--- config.mk ---
export PLATFORM = sky130hd
export DESIGN_NAME = transfer_sequencer
export DESIGN_NICKNAME = d
export VERILOG_FILES = /design/src/rtl/transfer_sequencer_pkg.sv /design/src/rtl/transfer_sequencer_register_list_encoder.sv /design/src/rtl/transfer_sequencer.sv
export SDC_FILE = /design/constraint.sdc
export NUM_CORES = 1
export LEC_CHECK = 0
export CAP_MARGIN = 25
export CORE_UTILIZATION = 29
export DETAILED_ROUTE_END_ITERATION = 8
export SYNTH_ARGS = -nofsm -noshare
export SYNTH_HDL_FRONTEND = slang
export SYNTH_SLANG_ARGS = --single-unit
--- constraint.sdc ---
create_clock -name clock -period 3.2 [get_ports clock]
set_input_delay 0.48 -clock clock [delete_from_list [all_inputs] [get_ports clock]]
set_output_delay 0.48 -clock clock [all_outputs]
set_load 0.02 [all_outputs]
--- src/rtl/transfer_sequencer_pkg.sv ---
// Shared definitions for the multi-register transfer sequencer: state encoding,
// incrementor control codes and the pending-list bit-clear helper.
package transfer_sequencer_pkg;

    typedef logic [1:0] state_t;

    localparam state_t ST_IDLE    = 2'd0;
    localparam state_t ST_LOAD    = 2'd1;
    localparam state_t ST_REQUEST = 2'd2;
    localparam state_t ST_DONE    = 2'd3;

    localparam logic [2:0] CTRL_HOLD = 3'd0;
    localparam logic [2:0] CTRL_INC  = 3'd1;
    localparam logic [2:0] CTRL_DEC  = 3'd2;
    localparam logic [2:0] CTRL_MAX  = 3'd3;
    localparam logic [2:0] CTRL_LOAD = 3'd4;

    function automatic logic [7:0] clear_bit(input logic [7:0] list, input logic [2:0] idx);
        clear_bit = list & ~(8'b0000_0001 << idx);
    endfunction

endpackage

--- src/rtl/transfer_sequencer_register_list_encoder.sv ---
// Finds the lowest (ascending) or highest (descending) set bit of a register list.
module transfer_sequencer_register_list_encoder (
    input  logic [7:0] register_list,
    input  logic       descending,
    output logic [2:0] index,
    output logic       empty
);

    // Priority scan; the last hit in scan order wins
    always_comb begin
        index = 3'd0;
        empty = (register_list == 8'd0);
        if (descending) begin
            for (int i = 0; i < 8; i++) begin
                index = register_list[i] ? 3'(i) : index;
            end
        end else begin
            for (int i = 7; i >= 0; i--) begin
                index = register_list[i] ? 3'(i) : index;
            end
        end
    end

endmodule

--- src/rtl/transfer_sequencer.sv ---
// LDM/STM/PUSH/POP sequencer: walks a register list and steers the downstream
// address incrementor, issuing one memory request per listed register.
module transfer_sequencer
    import transfer_sequencer_pkg::*;
#(
    parameter int PACE       = 1,
    parameter int DATA_WIDTH = 32
) (
    input  logic                  clock,
    input  logic                  reset,
    input  logic                  start,
    input  logic [DATA_WIDTH-1:0] base_address,
    input  logic [7:0]            register_list,
    input  logic                  descending,
    input  logic                  write,
    input  logic [DATA_WIDTH-1:0] address_in,
    input  logic                  mem_ready,
    output logic [2:0]            incrementor_control,
    output logic [DATA_WIDTH-1:0] new_address,
    output logic [DATA_WIDTH-1:0] address,
    output logic                  mem_request,
    output logic                  mem_write,
    output logic [2:0]            register_index,
    output logic                  busy,
    output logic                  done
);

    localparam logic [DATA_WIDTH-1:0] PACE_W = DATA_WIDTH'(PACE);

    state_t                  state_r;
    state_t                  state_next_s;
    logic [7:0]              list_r;
    logic                    desc_r;
    logic                    write_r;
    logic [DATA_WIDTH-1:0]   base_r;
    logic [DATA_WIDTH-1:0]   address_r;
    logic [2:0]              index_s;
    logic                    empty_s;
    logic [7:0]              list_cleared_s;

    transfer_sequencer_register_list_encoder u_encoder (
        .register_list (list_r),
        .descending    (desc_r),
        .index         (index_s),
        .empty         (empty_s)
    );

    assign list_cleared_s = clear_bit(list_r, index_s);
    assign address        = address_r;
    assign mem_write      = write_r;
    // Decrement-before starts one step below the base
    assign new_address    = (desc_r && !empty_s) ? (base_r - PACE_W) : base_r;

    // State register
    always_ff @(posedge clock or negedge reset) begin
        if (!reset) begin
            state_r <= ST_IDLE;
        end else begin
            state_r <= state_next_s;
        end
    end

    // Address follower, transfer parameters and pending list
    always_ff @(posedge clock or negedge reset) begin
        if (!reset) begin
            address_r <= '0;
            list_r    <= 8'd0;
            desc_r    <= 1'b0;
            write_r   <= 1'b0;
            base_r    <= '0;
        end else begin
            address_r <= address_in;
            if (state_r == ST_IDLE && start) begin
                list_r  <= register_list;
                desc_r  <= descending;
                write_r <= write;
                base_r  <= base_address;
            end else if (state_r == ST_REQUEST && mem_ready) begin
                list_r  <= list_cleared_s;
            end else begin
                list_r  <= list_r;
            end
        end
    end

    // Next-state logic
    always_comb begin
        state_next_s = state_r;
        case (state_r)
            ST_IDLE:    state_next_s = start ? ST_LOAD : ST_IDLE;
            ST_LOAD:    state_next_s = empty_s ? ST_DONE : ST_REQUEST;
            ST_REQUEST: state_next_s = (mem_ready && list_cleared_s == 8'd0) ? ST_DONE : ST_REQUEST;
            ST_DONE:    state_next_s = ST_IDLE;
            default:    state_next_s = ST_IDLE;
        endcase
    end

    // Outputs; control in REQUEST follows mem_ready combinationally
    always_comb begin
        incrementor_control = CTRL_HOLD;
        mem_request         = 1'b0;
        register_index      = 3'd0;
        busy                = 1'b1;
        done                = 1'b0;
        case (state_r)
            ST_IDLE: busy = 1'b0;
            ST_LOAD: incrementor_control = CTRL_LOAD;
            ST_REQUEST: begin
                mem_request    = 1'b1;
                register_index = index_s;
                if (!mem_ready) begin
                    incrementor_control = CTRL_HOLD;
                end else if (list_cleared_s != 8'd0) begin
                    incrementor_control = desc_r ? CTRL_DEC : CTRL_INC;
                end else begin
                    // Descending writeback equals the last access address
                    incrementor_control = desc_r ? CTRL_HOLD : CTRL_INC;
                end
            end
            ST_DONE: done = 1'b1;
            default: busy = 1'b0;
        endcase
    end

endmodule

* Word-level counts from Yosys, hierarchy flattened
Cells that the tools add are included.
Widths: inputs -> output; s select.
** Word-level totals
- Flip-flop bits (word level) :: 76
- Bits of input ports :: 78
- Output and inout bits :: 74
- Logic and storage cells :: 55
** Operators by class
- Add/sub/neg operators :: 1
- Equal/unequal tests :: 3
- Shift-type cells :: 1
- Muxes and demuxes :: 32
- Bitwise operators :: 2
- Reductions and logical operators :: 10
** Operator list (number)
- $mux 3 :: 16
- $mux 32 :: 1
- $sub 32x1->32 const B :: 1
- $logic_not 8->1 :: 2
- $mux 8 :: 2
- $and 8x8->8 :: 1
- $mux 1 :: 8
- $not 8->8 :: 1
- $pmux 2 s4 :: 1
- $reduce_bool 8->1 :: 1
- $shl 1x3->8 const A :: 1
- $mux 2 :: 3
- $pmux 3 s2 :: 1
- $eq 2x2->1 const B :: 2
- $logic_and 1x1->1 :: 4
- $eq 2x1->1 const B :: 1
- $logic_not 2->1 :: 1
- $reduce_bool 2->1 :: 1
- $logic_not 1->1 :: 1

* Depth between registers and ports, before layout
Gate-level depths: netlist of run 1.
- Word-level depth :: 16
- Gate-level depth with buffers :: 9
- Depth with buffers taken out :: 7

* By module
A second synthesis of run 1 with hierarchy kept.
** Second synthesis, totals
- Cell total of the unflattened synthesis :: 365
- Area, all modules :: 3504.6 sq um
** By module, submodules not included
- transfer_sequencer :: instances 1, cells each 343, area an instance 3370.7 sq um, seq. area each 1901.8 sq um
- transfer_sequencer_register_list_encoder :: instances 1, cells each 22, area an instance 133.9 sq um, seq. area each 0.0 sq um

* Worst setup path after synthesis of run 1
No wires, ideal clock.
- Kind :: register to output
- Start :: register base_r[12]
- End :: output new_address[31]
- Arrival time :: 2.285 ns
- Required time :: 2.720 ns
- Path slack :: 0.435 ns
- Stages on the path, launching flop included :: 7
- Buffers on the path :: 0
- Cell sequence :: dfrtp_1 -> or4_4 -> or3_4 -> or3_4 -> nor2_4 -> nand3b_1 -> xnor2_1
** On the way
- Longest elaborated chain between the ends :: 2
** Ends and longest elaborated chain
- from (decl) :: RTL line transfer_sequencer.sv:35 : logic [DATA_WIDTH-1:0] base_r;
- from (signal assigned) :: RTL line transfer_sequencer.sv:77 : base_r <= base_address;
- $sub 32x1->32 :: RTL line transfer_sequencer.sv:52 : assign new_address = (desc_r && !empty_s) ? (base_r - PACE_W) : base_r;
- $mux 32 :: RTL line transfer_sequencer.sv:52
- to (decl) :: RTL line transfer_sequencer.sv:19 : output logic [DATA_WIDTH-1:0] new_address,
Every way passes these cells.

* Worst setup path in the final report of run 1
- Start :: register base_r[8]
- End :: output new_address[20]
Same word-level chain as after synthesis.

==> results.sh, run 1 <==
export IMPL_clock_tree_root_cell="clkbuf_16"
export IMPL_cts_buffers_inserted=9
export IMPL_port_buffer_count=151
export IMPL_critPathKind="reg -> out"
export IMPL_finalNetCount=570
export IMPL_slew_viol_final=0
export IMPL_via_per_inst=4.66
export IMPL_postLayoutCellArea_um2=5700
export IMPL_synthesis_area_um2=3460
export IMPL_rrSetupSlack_ns=1.08
export IMPL_vdd_ir_drop_max_mv=0.343
export IMPL_starting_density_of_the_core=0.301
export IMPL_h_tree_depth=3
export IMPL_via_count=2954
export IMPL_outcome="finished with violations"
export IMPL_synth_cells=301
export IMPL_r2r_worst_path_cells=7
export IMPL_die_ht_um=111
export IMPL_hp_class="in -> async"
export IMPL_clk_skew_ns=0.00673
export IMPL_flow_area_growth_from_synthesis_pct=64.6
export IMPL_layout_worst_path_cycle_share=0.995
export IMPL_worst_setup_path_start_kind="flop"
export IMPL_clock_pin_transition_on_the_worst_setup_and_hold_timing_paths_ns=0.06
export IMPL_synth_cell_type_count=37
export IMPL_drcViolationCount=18
export IMPL_period_minus_slack_ns=3.19
export IMPL_max_clock_path_buffers=2
export IMPL_combined_global_route_utilization_of_all_metal_layers=0.155
export IMPL_synthTopCellsByArea="dfrtp_1, mux2_2, xor2_1"
export IMPL_drive_gt1_frac=0.244
export IMPL_sequence_of_cells_on_the_critical_path="or4_4, or3_4, or3_1, nor4_2, xor2_1, clkdlybuf4s15_2"
export IMPL_ys_seq_elements=76
export IMPL_setup_viol_count_final=0
export IMPL_core_um2=11500
export IMPL_tritoncts="built"
export IMPL_critical_path_reg2reg_endpoint="state_r[0]$_DFF_PN0_"
export IMPL_regToRegStartpoint="desc_r$_DFFE_PN0P_"
export IMPL_timing_worst_slew_pin_value_ns=0.456
export IMPL_finalHoldWorstSlack_ns=0.486
export IMPL_leakagePower_nw=2.37
export IMPL_synth_warnings=0
export IMPL_clkSinkCount=76
export IMPL_post_synth_top_area_cell="dfrtp_1"
export IMPL_cts_setup_buffers=0
export IMPL_grt_overflow=0
export IMPL_fp_dieW_um=111
export IMPL_grt_pass1_vias=3131
export IMPL_timing_final_hold_violations=0
export IMPL_postSynthNetCount=385
export IMPL_route_detailed_wl_per_inst_um=14.6
export IMPL_synth_edf_count=0
export IMPL_routabilityCongestion=0.827
export IMPL_antenna_found_initial=0
export IMPL_post_place_cells=616
export IMPL_worstPathArrival_ns=2.71
export IMPL_cpMaxStageDelayCell="or4_4"
export IMPL_synth_top_area_frac=0.550
export IMPL_boundaryPins=152
export IMPL_fin_cells=634
export IMPL_timing_critical_path_required_ns=2.72
export IMPL_place_area_um2=5350
export IMPL_rsz0062_at_grt="yes"
export IMPL_worst_slew_margin_rel=0.696
export IMPL_detailed_place_hpwl_um=6840
export IMPL_max_cap_violations=0
export IMPL_initialDrtViolationCount=131
export IMPL_crit_path_max_incr_delay_ns=0.53
export IMPL_cp_end_kind="primary output"
export IMPL_dominantRegCellSynth="dfrtp_1"
export IMPL_clock_latency_ns=0.33
export IMPL_power_mw=5.25
export IMPL_final_antenna_net_count=0
export IMPL_drt_pass1_iterations=7
export IMPL_power_density_cell_area_nw_per_um2=922
export IMPL_die_area_um2=12400
export IMPL_fp_row_count=39
export IMPL_maximum_number_of_pins_on_one_net_before_global_route_repair=77
export IMPL_syn_mean_instance_area_um2=11.5
export IMPL_ffs_w_async_s_r_synth=1.00
export IMPL_worst_path_max_fanout=4
export IMPL_yosys_cell_count_top_type="dfrtp_1"
export IMPL_drt_wl_total_um=9260
export IMPL_violations="design-rule violations"
export IMPL_synthTopCellsByCount="dfrtp_1, mux2_2, o21ai_0, nor2_1, nand2_1"
export IMPL_synth_yosys_seq_area_share=0.550
export IMPL_grt_pass1_wl_um=15100
export IMPL_timing_fmax_ghz=0.314
export IMPL_antennaDiodeCount=0
==> sequential cells by signal (all words and copies together) (netlist names) <==
register	cells
address	32
base_r	32
desc_r	1
list_r	8
mem_write	1
state_r	2
==> per-stage QoR <==
| step | TNS (ns) | utilization | setup slack (ns) |
|---|---|---|---|
| 2_1_floorplan | 0 | - | 0.435 |
| 3_3_place_gp | -0.0190 | 0.465 | -0.0190 |
| 3_5_place_dp | -0.0449 | 0.465 | -0.0356 |
| 4_1_cts | 0 | 0.492 | 0.000828 |
| 5_1_grt | -0.288 | 0.495 | -0.100 |
| 6_report | 0 | 0.495 | 0.0147 |
==> worst max path at each step <==
stage                                 from               to  slack, ns  depth (start not counted)
CTS                 base_r[20]$_DFFE_PN0P_  new_address[27]     0.0008                          6
global route         base_r[8]$_DFFE_PN0P_  new_address[20]      -0.10                          6
detailed placement  base_r[20]$_DFFE_PN0P_  new_address[26]      -0.04                          7
floorplan           base_r[12]$_DFFE_PN0P_  new_address[31]       0.43                          6
finish               base_r[8]$_DFFE_PN0P_  new_address[20]       0.01                          6
global placement    base_r[14]$_DFFE_PN0P_  new_address[26]      -0.02                          7
==> where the power goes <==
part,switching (mW),internal [mW]
combinational,1.34,1.31
clock,0.386,0.703
sequential,0.251,1.26
total,1.98,3.28
==> area by class of cell <==
class	instances	area, um^2
flip-flops and latches	76	1900
clock buffers	12	246
fillers	1105	5820
multi-input cells	210	1550
inverters	6	22.5
repair buffers	183	1720
well taps	143	179
clock inverters	4	72.6
==> what timing repair did <==
item                       CTS  global route
hold endpoints to repair     0             3
resized for setup           52            27
setup endpoints to repair   22            18
pin swaps                    0             2
hold buffers                 0             1
==> routing by layer <==
metal	share of wire	global-route usage	vias to the layer above	wire length (um)
li1	-	-	1421	-
met3	0.089	0.0541	11	820
met5	0	0	-	0
met2	0.47	0.254	123	4360
met4	0.015	0.0631	0	142
met1	0.42	0.185	1399	3930
==> cells in the final DEF (no fill, tap or decap), types with 5 or more instances in the layout <==
cell type,count
or2_2,5
or3_4,5
xor2_1,19
clkbuf_2,5
mux2_2,31
inv_1,6
buf_2,5
clkdlybuf4s50_1,128
dlygate4sd2_1,6
nand2_1,18
nor3_1,7
ha_1,6
nor2_1,21
o21ai_0,28
nor4_1,6
nand3_1,5
xnor2_1,9
clkbuf_16,9
dfrtp_1,76
buf_4,33
==> kinds of logic (layout without fill, tap and decap cells) <==
family	count (synthesis)	after routing	synth area share
muxes	31	31	0.101
and+or+nand+nor	100	100	0.164
DFF	76	76	0.550
adders and majority gates	6	6	0.0217
xor gates and xnor gates	30	30	0.0759
buffers and inverters	15	205	0.0166
AOI/OAI and AO/OA	43	43	0.0712
==> worst max-delay path: cells and delay by family (launching register included) <==
kind	cells	cell delay [ns]
AND/OR/NAND/NOR	4	1.51
flip-flops	1	0.37
XOR/XNOR	1	0.20
buffers and inverters	1	0.29
Power figures use the tool's default switching activity.
==> inputs of run 2 (changes only) <==
--- a/config.mk
+++ b/config.mk
@@ -7,6 +7,7 @@
 export LEC_CHECK = 0
 export CAP_MARGIN = 25
 export CORE_UTILIZATION = 29
+export CTS_CLUSTER_SIZE = 12
 export DETAILED_ROUTE_END_ITERATION = 8
 export SYNTH_ARGS = -nofsm -noshare
 export SYNTH_HDL_FRONTEND = slang
==> constraint.sdc (replaced) <==
create_clock -name clock -period 3.7 [get_ports clock]
set_input_delay 0.555 -clock clock [delete_from_list [all_inputs] [get_ports clock]]
set_output_delay 0.555 -clock clock [all_outputs]
set_load 0.02 [all_outputs]
==> run 2 against run 1 <==
Net effect:
- count of clock-buffer cells in the layout decreased by 3
- critical endpoint is now new_address[24]
- sequential power fell by 5%
- sequential share of layout area is 0.86 points higher
- die area unchanged
- combinational power decreased by 23%
- the run still ends with design-rule violations left
==> results.sh, run 2 (synthesis results as in run 1) <==
export IMPL_starting_density_of_the_core=0.301
export IMPL_grt_overflow=0
export IMPL_initialDrtViolationCount=150
export IMPL_critical_path_reg2reg_endpoint="state_r[0]$_DFF_PN0_"
export IMPL_h_tree_depth=3
export IMPL_drt_wl_total_um=9000
export IMPL_clock_pin_transition_on_the_worst_setup_and_hold_timing_paths_ns=0.06
export IMPL_cp_endpoint="new_address[24]"
export IMPL_sequence_of_cells_on_the_critical_path="or4_4, or3_4, or3_4, nor2_4, xor2_1, clkdlybuf4s50_1"
export IMPL_most_common_layout_cells="clkdlybuf4s50_1, dfrtp_1, mux2_2, o21ai_0, nor2_1"
export IMPL_leakagePower_nw=2.32
export IMPL_rrSetupSlack_ns=1.50
export IMPL_boundaryPins=152
export IMPL_fin_cells=608
export IMPL_grt_pass1_vias=3058
export IMPL_cts_buffers_inserted=9
export IMPL_outcome="finished with violations"
export IMPL_power_density_cell_area_nw_per_um2=793
export IMPL_timing_fmax_ghz=0.281
export IMPL_die_area_um2=12400
export IMPL_fp_dieW_um=111
export IMPL_antennaDiodeCount=0
export IMPL_final_antenna_net_count=0
export IMPL_die_ht_um=111
export IMPL_holdBufCountCts=0
export IMPL_total_negative_setup_slack_ns=0
export IMPL_setup_viol_count_final=0
export IMPL_postLayoutCellArea_um2=5550
export IMPL_core_um2=11500
export IMPL_post_place_cells=591
export IMPL_hp_class="in -> async"
export IMPL_max_clock_path_buffers=2
export IMPL_crit_cells=6
export IMPL_period_minus_slack_ns=3.56
export IMPL_finalNetCount=544
export IMPL_timing_critical_path_required_ns=3.14
export IMPL_r2r_worst_path_cells=7
export IMPL_clkSinkCount=76
export IMPL_via_per_inst=4.72
export IMPL_timing_final_hold_violations=0
export IMPL_layout_worst_path_cycle_share=0.963
export IMPL_detailed_place_hpwl_um=6590
export IMPL_route_detailed_wl_per_inst_um=14.8
export IMPL_critPathKind="reg -> out"
export IMPL_maximum_number_of_pins_on_one_net_before_global_route_repair=77
export IMPL_worstPathArrival_ns=3.01
export IMPL_timing_worst_slew_pin_value_ns=0.929
export IMPL_regToRegStartpoint="list_r[5]$_DFFE_PN0P_"
export IMPL_worst_path_dominant_cell_family="simple AND/OR/NAND/NOR gates"
export IMPL_clock_tree_root_cell="clkbuf_16"
export IMPL_drcViolationCount=18
export IMPL_routabilityCongestion=0.818
export IMPL_clock_latency_ns=0.33
export IMPL_flow_area_growth_from_synthesis_pct=60.5
export IMPL_worst_setup_path_start_kind="flop"
export IMPL_combined_global_route_utilization_of_all_metal_layers=0.153
export IMPL_drive_gt1_frac=0.163
export IMPL_critPathLaunch="base_r[12]$_DFFE_PN0P_"
export IMPL_violations="design-rule violations"
export IMPL_fp_row_count=39
export IMPL_drt_pass1_iterations=6
export IMPL_critical_path_top_cell_by_count="or3_4"
export IMPL_via_count=2870
export IMPL_rsz0062_at_grt="no"
export IMPL_worst_path_max_fanout=5
export IMPL_antenna_found_initial=0
export IMPL_vdd_ir_drop_max_mv=0.348
export IMPL_critPathBufInv=1
export IMPL_max_cap_violations=0
export IMPL_port_buffer_count=151
export IMPL_layout_cells_most_common="clkdlybuf4s50_1"
export IMPL_clk_skew_ns=0.00414
export IMPL_cp_end_kind="primary output"
export IMPL_slew_viol_final=0
export IMPL_nFillCells=1043
export IMPL_cpMaxStageDelayCell="clkdlybuf4s50_1"
export IMPL_tritoncts="built"
export IMPL_grt_pass1_wl_um=14900
export IMPL_worst_slew_margin_rel=0.380
export IMPL_crit_path_max_incr_delay_ns=0.61
export IMPL_place_area_um2=5150
## run 2: layout make-up
| class | instances | area, um^2 | share of cell area |
|---|---|---|---|
| Timing Repair Buffer | 157 | 1600 | 0.288 |
| Tap cell | 143 | 179 | 0.0322 |
| Sequential cell | 76 | 1900 | 0.342 |
| Multi-Input combinational cell | 210 | 1530 | 0.275 |
| Inverter | 6 | 22.5 | 0.00405 |
| Clock inverter | 7 | 98.8 | 0.0178 |
| Clock buffer | 9 | 225 | 0.0405 |
## run 2: report_power, final
part	internal [mW]	leakage, nW	switching (mW)
Sequential	1.09	0.899	0.338
Combinational	1.04	1.26	1.00
Clock	0.594	0.156	0.343
## run 2: how the worst min path moves through the flow
stage | from | slack (ns) | depth (start not counted) | to
5_1_grt | reset | 0.04 | 1 | address[23]$_DFF_PN0_
6_report | reset | 0.05 | 1 | address[23]$_DFF_PN0_
2_1_floorplan | reset | 0.26 | 0 | address[0]$_DFF_PN0_
4_1_cts | reset | 0.43 | 1 | address[10]$_DFF_PN0_
3_5_place_dp | mem_write$_DFFE_PN0P_ | 0.50 | 1 | mem_write$_DFFE_PN0P_
3_3_place_gp | mem_write$_DFFE_PN0P_ | 0.49 | 1 | mem_write$_DFFE_PN0P_
## run 2: what timing repair did
action	in CTS	in global routing
resized for setup	1	15
endpoints found under the setup margin	1	13
buffers inserted	0	0
cloned	0	0
## run 2: stage by stage
stage | total power, mW | setup WS [ns] | util | hold WS, ns
finish | 4.40 | 0.138 | 0.482 | 0.0526
global route | 4.70 | 0.000816 | 0.482 | 0.0406
CTS | 4.45 | 0.0178 | 0.475 | 0.425
detailed placement | 3.48 | 0.337 | 0.447 | 0.500
global placement | 3.44 | 0.352 | 0.447 | 0.492
floorplan | 2.57 | 0.860 | - | 0.259
## run 2: metal layers
metal	routed length, um	GRT usage
met2	4230	0.242
met3	880	0.0612
met5	0	0
met1	3750	0.182
met4	148	0.0676
